<file path="config.mk">
export PLATFORM = sky130hd
export DESIGN_NAME = rc4_nibble_keystream
export DESIGN_NICKNAME = d
export VERILOG_FILES = /design/src/rtl/rc4_nibble_keystream.sv
export SDC_FILE = /design/constraint.sdc
export NUM_CORES = 1
export LEC_CHECK = 0
export CAP_MARGIN = 15
export CORE_UTILIZATION = 40
export DETAILED_ROUTE_END_ITERATION = 12
export SYNTH_ARGS = -nofsm -noshare
export SYNTH_HDL_FRONTEND = slang
export SYNTH_SLANG_ARGS = --single-unit
</file>
<file path="constraint.sdc">
create_clock -name clk -period 10.09 [get_ports clk]
set_input_delay 1.5135 -clock clk [delete_from_list [all_inputs] [get_ports clk]]
set_output_delay 1.5135 -clock clk [all_outputs]
set_load 0.1 [all_outputs]
</file>
<file path="src/rtl/rc4_nibble_keystream.sv">
// RC4-style keystream generator keyed by KEY_LEN 4-bit hash nibbles over a 2^W-entry S-box.
// Optional post-KSA discard of DROP_N words is enabled by defining RC4_DROP_EN.
module rc4_nibble_keystream #(
  parameter int unsigned W       = 4,
  parameter int unsigned KEY_LEN = 16,
  parameter int unsigned DROP_N  = 16
) (
  input  logic         clk,
  input  logic         reset,
  input  logic         rekey,
  input  logic         key_valid,
  input  logic [3:0]   key_nib,
  output logic         key_ready,
  output logic         busy,
  output logic         ks_valid,
  output logic [W-1:0] ks_word,
  input  logic         ks_ready
);

  localparam int unsigned N   = 1 << W;
  localparam int unsigned KCW = (KEY_LEN > 1) ? $clog2(KEY_LEN) : 1;
  localparam int unsigned DCW = (DROP_N > 1) ? $clog2(DROP_N) : 1;
`ifdef RC4_DROP_EN
  localparam bit DROP_EN = 1'b1;
`else
  localparam bit DROP_EN = 1'b0;
`endif

  typedef enum logic [2:0] {IDLE, LOAD, INIT, KSA, DROP, GEN} state_t;

  state_t           state_q, state_d;
  logic [KCW-1:0]   cnt_q, cnt_d;
  logic [DCW-1:0]   drop_cnt_q, drop_cnt_d;
  logic [W-1:0]     i_q, i_d, j_q, j_d;
  logic [3:0]       key_q [KEY_LEN];
  logic [3:0]       key_d [KEY_LEN];
  logic [W-1:0]     s_q [N];
  logic [W-1:0]     s_d [N];
  logic             key_ready_q, key_ready_d;
  logic             busy_q, busy_d;
  logic             ks_valid_q, ks_valid_d;
  logic [W-1:0]     ks_word_q, ks_word_d;

  logic [W-1:0]     i1, j1, si, sj, t, word;
  logic [KCW-1:0]   kidx;
  logic [W-1:0]     key_w, kj;

  always_comb begin
    // Step outputs are formed from pre-swap reads; the post-swap lookup at t
    // is patched for the two swapped slots instead of chaining a second read.
    i1   = i_q + W'(1);
    si   = s_q[i1];
    j1   = j_q + si;
    sj   = s_q[j1];
    t    = si + sj;
    word = (t == i1) ? sj : ((t == j1) ? si : s_q[t]);

    kidx  = KCW'(32'(i_q) % KEY_LEN);
    key_w = W'(key_q[kidx]);
    kj    = j_q + s_q[i_q] + key_w;

    state_d    = state_q;
    cnt_d      = cnt_q;
    drop_cnt_d = drop_cnt_q;
    i_d        = i_q;
    j_d        = j_q;
    key_d      = key_q;
    s_d        = s_q;
    ks_valid_d = ks_valid_q;
    ks_word_d  = ks_word_q;

    case (state_q)
      IDLE: state_d = LOAD;
      LOAD: begin
        if (key_valid && key_ready_q) begin
          key_d[cnt_q] = key_nib;
          if (cnt_q == KCW'(KEY_LEN - 1)) begin
            cnt_d   = '0;
            state_d = INIT;
          end else begin
            cnt_d = cnt_q + KCW'(1);
          end
        end
      end
      INIT: begin
        for (int unsigned k = 0; k < N; k++) s_d[k] = W'(k);
        i_d     = '0;
        j_d     = '0;
        state_d = KSA;
      end
      KSA: begin
        s_d[i_q] = s_q[kj];
        s_d[kj]  = s_q[i_q];
        j_d      = kj;
        i_d      = i_q + W'(1);
        if (i_q == W'(N - 1)) begin
          i_d        = '0;
          j_d        = '0;
          drop_cnt_d = '0;
          state_d    = DROP_EN ? DROP : GEN;
        end
      end
      DROP: begin
        s_d[i1] = sj;
        s_d[j1] = si;
        i_d     = i1;
        j_d     = j1;
        if (drop_cnt_q == DCW'(DROP_N - 1)) state_d = GEN;
        else drop_cnt_d = drop_cnt_q + DCW'(1);
      end
      GEN: begin
        if (!ks_valid_q || ks_ready) begin
          s_d[i1]    = sj;
          s_d[j1]    = si;
          i_d        = i1;
          j_d        = j1;
          ks_word_d  = word;
          ks_valid_d = 1'b1;
        end
      end
      default: state_d = IDLE;
    endcase

    if (rekey) begin
      state_d    = IDLE;
      cnt_d      = '0;
      i_d        = '0;
      j_d        = '0;
      s_d        = s_q;
      ks_valid_d = 1'b0;
      ks_word_d  = ks_word_q;
    end

    key_ready_d = (state_q == LOAD) && (state_d == LOAD);
    busy_d      = state_d inside {INIT, KSA, DROP};
  end

  always_ff @(posedge clk or negedge reset) begin
    if (!reset) begin
      state_q     <= IDLE;
      cnt_q       <= '0;
      drop_cnt_q  <= '0;
      i_q         <= '0;
      j_q         <= '0;
      key_ready_q <= 1'b0;
      busy_q      <= 1'b0;
      ks_valid_q  <= 1'b0;
      ks_word_q   <= '0;
      for (int unsigned k = 0; k < KEY_LEN; k++) key_q[k] <= '0;
      for (int unsigned k = 0; k < N; k++) s_q[k] <= W'(k);
    end else begin
      state_q     <= state_d;
      cnt_q       <= cnt_d;
      drop_cnt_q  <= drop_cnt_d;
      i_q         <= i_d;
      j_q         <= j_d;
      key_ready_q <= key_ready_d;
      busy_q      <= busy_d;
      ks_valid_q  <= ks_valid_d;
      ks_word_q   <= ks_word_d;
      key_q       <= key_d;
      s_q         <= s_d;
    end
  end

  assign key_ready = key_ready_q;
  assign busy      = busy_q;
  assign ks_valid  = ks_valid_q;
  assign ks_word   = ks_word_q;

endmodule

</file>
* Word level (Yosys, flattened, before mapping)
Cells that the tools add are included.
Word-level totals: bits in registers 154, input bits 9, output and inout bits 7, word-level logic and storage cells 170
Cells by class: add/sub/neg operators 7, magnitude comparators 11, equal/unequal tests 18, multiplexer cells 61, bitwise logic cells 7, reduce and logical (&&, ||, !) cells 25
Operators with widths (count):
- 64-bit bitwise mux | 5
- 64-bit one-hot mux with 4 select lines | 1
- 4-bit 2-to-1 mux | 31
- 4-bit binary-select mux with 4-bit select | 6
- 4-bit demux with 4-bit select | 5
- 64-bit 2-to-1 mux | 1
- 4-bit one-hot mux with 4 select lines | 2
- 5-bit >= comparator, second input constant | 6
- 4-bit NOT with 5-bit output | 6
- 5-bit by 1-bit less-than comparator with 1-bit output, second input constant | 5
- 3-bit one-hot mux with 6 select lines | 1
- 4-bit adder | 4
- 3-bit 2-to-1 mux | 5
- 4-bit by 1-bit adder with 4-bit output, second input constant | 3
- 3-bit by 2-bit equality test with 1-bit output, second input constant | 4
- 4-bit equality test, second input constant | 3
- 2-bit nonzero test | 5
- 3-bit equality test, second input constant | 3
- 3-bit AND reduction | 3
- 4-bit equality test | 2
- 4-bit one-hot mux with 2 select lines | 1
- 2-bit AND reduction | 4
- 1-bit logical AND | 7
- 3-bit by 1-bit equality test with 1-bit output, second input constant | 2
- 10 further kinds | 14

* Logic depth before layout (Yosys ltp)
Gate-level depths: netlist of run 1.
word-level depth 17, gate-level depth with buffers 38, depth with buffers taken out 26

* Least setup slack after synthesis of run 1
Ideal clock, no wire load.
kind flip-flop to flip-flop, start point register i_q[0], end point register ks_word_q[1] (netlist: ks_word[1]), setup time 0.069 ns, data arrival time 9.025 ns, required time 10.021 ns, slack 0.996 ns, cell stages (with the launch flop) 37, path buffers 12, clock period less this slack 9.094 ns, cell sequence dfrtp_1 > buf_4 > buf_2 > buf_2 > buf_2 > buf_2 > buf_2 > inv_1 > ha_1 > buf_2 > clkbuf_1 > mux4_2 > nand2_1 > nand2_1 > o21ai_0 > clkinv_1 > ha_1 > fa_1 > buf_2 > buf_2 > clkbuf_1 > mux4_2 > mux2i_1 > mux2_4 > buf_4 > inv_2 > ha_1 > inv_1 > fa_1 > xnor2_1 > xnor2_1 > o211ai_1 > nor4_1 > or4_1 > or4_1 > o2111ai_1 > a22o_1
On the way: word-level cells in the longest chain between the ends 17, elaborated cells on any way between the ends 19, classes of those cells add/sub: 3; eq/ne: 2; mux: 11; bitwise: 3
Ends and longest elaborated chain:
- from (decl) | line 34 | logic [W-1:0] i_q, i_d, j_q, j_d;
- from (signal assigned) | line 155 | i_q <= i_d;
- 4-bit by 1-bit adder with 4-bit output (*) | line 51 | i1 = i_q + W'(1);
- 4-bit NOT with 5-bit output (implied by the code) | line 52 | si = s_q[i1];
- 4-bit binary-select mux with 4-bit select | line 52
- 4-bit 2-to-1 mux (implied by the code) (2 in a row) | line 52
- 4-bit adder | line 53 | j1 = j_q + si;
- 4-bit NOT with 5-bit output (implied by the code) | line 54 | sj = s_q[j1];
- 4-bit binary-select mux with 4-bit select | line 54
- 4-bit 2-to-1 mux (implied by the code) (2 in a row) | line 54
- 4-bit adder | line 55 | t = si + sj;
- 4-bit NOT with 5-bit output (implied by the code) | line 56 | word = (t == i1) ? sj : ((t == j1) ? si : s_q[t]);
- 4-bit binary-select mux with 4-bit select | line 56
- 4-bit 2-to-1 mux (implied by the code) (2 in a row) | line 56
- 4-bit 2-to-1 mux | line 56
- 4-bit 2-to-1 mux (*) | line 56
- to (signal assigned) | line 160 | ks_word_q <= ks_word_d;
- to (decl) | line 42 | logic [W-1:0] ks_word_q, ks_word_d;
Every way passes the cells marked *; elsewhere a longest branch is shown, timed or not. The select of a mux whose other input is x is not followed. A chain may end at the register's enable or synchronous reset.

* Worst setup path after layout of run 1
start point register i_q[1], end point register ks_word_q[1] (netlist: ks_word[1])
The elaborated chain is that of the path after synthesis.

==> results.json, run 1 <==
{
  "track_usage_pct": 31.1,
  "gr-usage-met1_pct": 39.7,
  "met3_usage_pct": 9.18,
  "fmax_mhz": 112,
  "synth_warnings": 0,
  "drt-wirelength-per-cell_um": 28.3,
  "seq_area_um2": 3900,
  "path_clk_slew_ps": 70,
  "grt_util_met2_pct": 46.4,
  "r2r_cells": 21,
  "crit_path_frequent_cell": "nor2_1",
  "ys.flop_type": "dfrtp_1",
  "start_kind": "flop",
  "fin_tns_setup_ps": 0,
  "n_fill_cell": 3138,
  "drive_above_1_share_pct": 22.1,
  "cts_tree": "done",
  "place.gp.congestion": 1.02,
  "report.final.slew_viol_count": 0,
  "synthCells": 1407,
  "netlist_area_um2": 13500,
  "syn-num-nets": 1442,
  "synth_edf_count": 0,
  "run_status": "finished clean",
  "min_path_cells": 1,
  "final_area_um2": 14500,
  "cts_root_buf": "clkbuf_16",
  "cp.arrival_ps": 9290,
  "multi_input_area_um2": 8990,
  "finalSetupViolCount": 0,
  "dp_cells": 1783,
  "rsz0062_at_grt": "no",
  "final_hold_viol_count": 0,
  "cts_buffer_depth": 2,
  "fin_worst_skew_ps": 15.0,
  "pre_cts_slack_ps": 1400,
  "grt-ovfl-total": 0,
  "fin_crit_sh_pct": 88.4,
  "ios": 16,
  "ys_ff_latch": 154,
  "period_minus_slack_ps": 8920,
  "syn_area_per_cell_um2": 9.56,
  "grt.busiest_layer": "met2",
  "post-route-util_pct": 44.4,
  "dr_total_vias": 12700,
  "vias_per_cell": 6.99,
  "end_kind": "flop",
  "drv_cap": 0,
  "crit_path_max_incr_delay_ps": 1170,
  "h-tree-depth": 4,
  "initial_core_util_pct": 41.1,
  "postRouteAntennaNets": 0,
  "cp_slowest_cell": "fa_1",
  "clkLatencyLatePin_ps": 450,
  "cts.hold.buffers_added": 0,
  "io_buffers": 15,
  "dpl_cell_area_um2": 14000,
  "post_cts_buffers": 0,
  "maxSlewHeadroom_pct": 22.6,
  "worst_slack_ps": 1170,
  "crit_type": "reg -> reg",
  "first_iter_violations": 1834,
  "nets": 1395,
  "synth.distinct_cells": 71,
  "antenna_found_initial": 0,
  "cts_resized": 0,
  "dr.pass1.iters": 6,
  "ir_drop_mv": 0.131,
  "regToRegStartpoint": "i_q[1]",
  "die-area_um2": 34400,
  "yosysSeqAreaShare_pct": 28.9,
  "hold_path.startpoint": "key_q[1]",
  "min_to": "key_q[1]",
  "drt_wl_total_um": 51300,
  "hold_class": "reg -> reg",
  "synthToLayoutAreaGrowth_pct": 8.11,
  "core-area_um2": 32800,
  "async_reset_ff_share_pct": 100,
  "reg2reg_to": "ks_word[1]",
  "rows": 66,
  "numCtsBuffers": 17,
  "total_power_mw": 2.51,
  "r2r_setup_slack_ps": 1170,
  "diodes": 0,
  "p_leak_nw": 5.61,
  "whs_ps": 504,
  "worstPathCellList": "buf_4 > nand3_2 > xnor2_1 > mux4_2 > ha_1 > and3_1 > nor2_1 > xnor3_1 > mux2i_1 > nor3_1 > a211o_1 > fa_1 > xnor2_1 > nor2_1 > o211ai_1 > nor4_1 > or4_1 > nor2_1 > nand3_1 > o2111ai_1 > a22o_1",
  "worst_pin_slew_ps": 1160,
  "power_density_nw_per_um2": 172,
  "grt_pass1_vias": 12100,
  "die_x_um": 185,
  "place_hpwl_um": 34800,
  "cts.sinks": 154,
  "die_h_um": 185,
  "drc": 0,
  "final_cells": 1815,
  "path_max_fanout": 23,
  "grt_start_max_net_pins": 82,
  "cp.required_ps": 10470,
  "grt_pass1_wl_um": 78500
}
-- report_power, final --
part / switching (mW) / total, mW / internal, mW
combinational: 0.628 / 1.05 / 0.420
sequential: 0.111 / 0.785 / 0.674
clock: 0.300 / 0.672 / 0.372
total: 1.04 / 2.51 / 1.47
-- registers in the layout (all words and copies together), names as in the netlist, 3 cells and up --
register    flops
key_q          64
state_q         3
drop_cnt_q      4
ks_word         4
i_q             4
s_q            64
j_q             4
cnt_q           4
-- critical path: cells and delay by family (launching register included) --
family,cells,cell delay (ps)
buffers and inverters,1,440
adders and majority gates,2,1680
muxes,2,1750
xor gates and xnor gates,3,1370
AOI/OAI and AO/OA,4,820
DFF,1,660
and+or+nand+nor,9,2100
-- cells in the mapped netlist, types with 20 or more instances --
library cell	count	area, um^2
o21ai_1	25	125
mux4_2	105	2360
mux2_2	80	901
dfrtp_1	122	3050
nor3_1	26	130
dfstp_2	32	841
o21ai_0	48	240
ha_1	20	250
nand3_1	57	285
a31oi_1	41	257
buf_2	23	115
nand4_1	27	169
o211ai_1	55	413
inv_1	25	93.8
mux2i_1	65	651
nand2_1	156	586
nor2_1	123	462
a21oi_1	90	450
clkbuf_1	81	304
-- metal layers --
metal	wire length, um	vias to the layer above	share of wire (%)
met2	22100	946	43
li1	-	5313	-
met1	19300	6192	38
met4	3500	0	6.8
met5	0	-	0
met3	6380	234	12
-- cell type report --
type                            count  area share, %
Multi-Input combinational cell   1110           61.8
Sequential cell                   154           26.8
Tap cell                          442           3.80
Clock buffer                       19           2.98
Timing Repair Buffer               50           2.85
Clock inverter                     13           1.10
Inverter                           27          0.697
-- worst max path at each step --
stage	startpoint	to	depth (start not counted)
6_report	i_q[1]	ks_word[1]	21
3_5_place_dp	i_q[1]	ks_word[1]	23
4_1_cts	i_q[1]	ks_word[1]	21
3_3_place_gp	i_q[1]	ks_word[1]	21
2_1_floorplan	i_q[0]	ks_word[1]	36
5_1_grt	i_q[1]	ks_word[1]	21
-- layout by cell type (no fill, tap or decap), types with 6 or more instances in the layout --
| cell type | netlist | layout |
|---|---|---|
| nand2_1 | 156 | 156 |
| nor2_1 | 123 | 123 |
| dfrtp_1 | 122 | 120 |
| mux4_2 | 105 | 105 |
| a21oi_1 | 90 | 90 |
| mux2_2 | 80 | 80 |
| mux2i_1 | 65 | 64 |
| nand3_1 | 57 | 57 |
| o211ai_1 | 55 | 55 |
| o21ai_0 | 48 | 45 |
| a31oi_1 | 41 | 41 |
| buf_4 | 7 | 35 |
| dfstp_2 | 32 | 32 |
| o21ai_1 | 25 | 28 |
| nand4_1 | 27 | 27 |
| inv_1 | 25 | 25 |
| nor3_1 | 26 | 24 |
| ha_1 | 20 | 19 |
| a211oi_1 | 18 | 18 |
| clkbuf_16 | 0 | 17 |
| clkdlybuf4s50_1 | 0 | 14 |
| xnor2_1 | 12 | 12 |
| and3_1 | 12 | 12 |
| a22oi_1 | 11 | 11 |
| a221oi_1 | 11 | 11 |
| nor4_1 | 10 | 10 |
| a41oi_1 | 10 | 10 |
| nor2b_1 | 7 | 7 |
| a221o_1 | 7 | 7 |
| nand2b_1 | 7 | 7 |
| o22ai_1 | 6 | 6 |
| or3_1 | 6 | 6 |
| fa_1 | 6 | 6 |
-- cells by family (layout without fill, tap and decap cells) --
kind of cell / after synthesis / in the layout / share of synthesized area [%]
flip-flops: 154 / 154 / 28.9
AO/OA/AOI/OAI: 353 / 353 / 16.8
buffers and inverters: 143 / 109 / 4.45
XOR/XNOR: 22 / 22 / 1.79
multiplexers: 258 / 258 / 30.1
AND/OR/NAND/NOR: 451 / 451 / 15.2
adder cells (fa/ha/maj): 26 / 26 / 2.75
(Power assumes the default switching activity.)
==> run 2, diff against run 1 <==
Settings changed: CORE_MARGIN set to 1.5, CORE_UTILIZATION 40 to 60, CTS_CLUSTER_SIZE set to 10, PLACE_DENSITY set to 0.77.
==> run 2 against run 1 <==
Clock skew about the same. Utilization grew 21 points. Maximum frequency rose by 7.1%. Routed wire length decreased by 2.8%. Critical endpoint unchanged. Sequential cell count is the same. Clock-buffer cell count fell by 1.
==> results.json, run 2 (synthesis gave the netlist of run 1 again) <==
{
  "place_hpwl_um": 33400,
  "regToRegStartpoint": "i_q[0]",
  "r2r_setup_slack_ps": 1770,
  "end_kind": "flop",
  "clkLatencyLatePin_ps": 450,
  "drv_cap": 0,
  "vias_per_cell": 7.85,
  "p_leak_nw": 5.64,
  "grt-ovfl-total": 0,
  "path_clk_slew_ps": 80,
  "run_status": "finished clean",
  "r2r_cells": 24,
  "fin_worst_skew_ps": 15.4,
  "grt_pass1_wl_um": 77700,
  "initial_core_util_pct": 61.5,
  "grt_pass1_vias": 12700,
  "path_max_fanout": 20,
  "numCtsBuffers": 17,
  "worst_pin_slew_ps": 1040,
  "total_power_mw": 2.52,
  "whs_ps": 503,
  "postRouteAntennaNets": 0,
  "drc": 0,
  "ios": 16,
  "place.gp.congestion": 1.04,
  "nets": 1400,
  "hold_class": "reg -> reg",
  "cp.arrival_ps": 8700,
  "drive_above_1_share_pct": 22.5,
  "worst_slack_ps": 1770,
  "hold_path.startpoint": "key_q[33]",
  "cp_slowest_cell": "ha_1",
  "ir_drop_mv": 0.110,
  "cts_resized": 0,
  "top_regs": "key_q x64, s_q x64",
  "dr.pass1.iters": 8,
  "antenna_found_initial": 1,
  "cts_buffer_depth": 2,
  "drt-wirelength-per-cell_um": 30.1,
  "grt_start_max_net_pins": 99,
  "final_common_cell": "nand2_1",
  "final_cells": 1659,
  "report.final.slew_viol_count": 0,
  "cts_root_buf": "clkbuf_16",
  "rsz0062_at_grt": "no",
  "n_fill_cell": 1719,
  "track_usage_pct": 44.2,
  "synthToLayoutAreaGrowth_pct": 7.01,
  "min_path_cells": 1,
  "worstPathCellList": "inv_1 > ha_1 > mux4_2 > mux4_2 > ha_1 > and3_1 > nor2_1 > xnor3_1 > mux2_2 > mux2_4 > inv_2 > ha_1 > inv_1 > fa_1 > buf_4 > xnor2_1 > nor2_1 > o211ai_1 > nor4_1 > or4_1 > nor2_1 > nand3_1 > o2111ai_1 > a22o_1",
  "h-tree-depth": 4,
  "min_to": "key_q[33]",
  "final_hold_viol_count": 0,
  "start_kind": "flop",
  "fmax_mhz": 120,
  "cts_tree": "done",
  "io_buffers": 15,
  "layout_common_cells": "nand2_1, nor2_1, dfrtp_1",
  "first_iter_violations": 2381,
  "maxSlewHeadroom_pct": 29.3,
  "dr_total_vias": 13000,
  "power_density_nw_per_um2": 175,
  "reg2reg_to": "ks_word[1]",
  "core-area_um2": 21900,
  "cp.required_ps": 10470,
  "cts.hold.buffers_added": 0,
  "dp_cells": 1624,
  "finalSetupViolCount": 0,
  "die-area_um2": 23300,
  "die_h_um": 153,
  "post_cts_buffers": 0,
  "pre_cts_slack_ps": 1980,
  "crit_type": "reg -> reg",
  "fin_crit_sh_pct": 82.5,
  "die_x_um": 153,
  "crit_path_max_incr_delay_ps": 850,
  "cts.sinks": 154,
  "period_minus_slack_ps": 8320,
  "fin_tns_setup_ps": 0,
  "rows": 54,
  "drt_wl_total_um": 49900
}
## run 2: cell count changes in the layout (fill, tap and decap cells not counted), moves of 2 or more
cell | previous run | this run
clkinv_8 | 0 | 5
buf_4 | 35 | 38
bufinv_16 | 2 | 0
clkbuf_1 | 2 | 0
clkinv_4 | 3 | 1
clkinvlp_4 | 3 | 1
inv_6 | 2 | 4
## run 2: report_power, final
part           internal (mW)  switching [mW]
clock                  0.341           0.332
combinational          0.424           0.637
sequential             0.674           0.111
total                   1.44            1.08
## run 2: how the worst max path moves through the flow
stage | from | endpoint | slack, ps | cells past startpoint
2_1_floorplan | i_q[0] | ks_word[1] | 1000 | 36
3_3_place_gp | i_q[0] | ks_word[1] | 2200 | 23
3_5_place_dp | i_q[0] | ks_word[1] | 1980 | 24
4_1_cts | i_q[0] | ks_word[1] | 1940 | 24
5_1_grt | i_q[0] | ks_word[1] | 1450 | 24
6_report | i_q[0] | ks_word[1] | 1770 | 24
## run 2: stage by stage
step | cell area [um^2] | util, %
detailed placement | 13800 | 62.9
finish | 14400 | 65.8
floorplan | 13500 | -
CTS | 14400 | 65.7
global placement | 13800 | 62.9
global route | 14400 | 65.8
## run 2: metal layers
metal / GRT usage [%] / vias to the layer above / routed length (um)
met5: 0 / - / 0
met4: 29.3 / 0 / 4060
met3: 16.3 / 308 / 7830
met2: 62.8 / 1217 / 21100
met1: 56.6 / 6180 / 16900
li1: - / 5326 / -
## run 2: critical path, delay by kind of cell (launching register included)
kind	cells	cell delay [ps]
xor+xnor	2	540
mux	4	2150
flops	1	670
simple gates	7	1750
fa+ha+maj	4	2050
compound gates	3	480
buf+inv	4	570
## run 2: final cells by class
class                      count  area (um^2)  share of cell area (%)
clock buffer                  18          439                    3.05
sequential                   154         3900                    27.1
timing repair buffer          55          455                    3.16
clock inverter                14          166                    1.16
tap                          280          350                    2.43
inverter                      27          101                   0.704
multi-input combinational   1110         8990                    62.4
antenna                        1         2.50                  0.0174
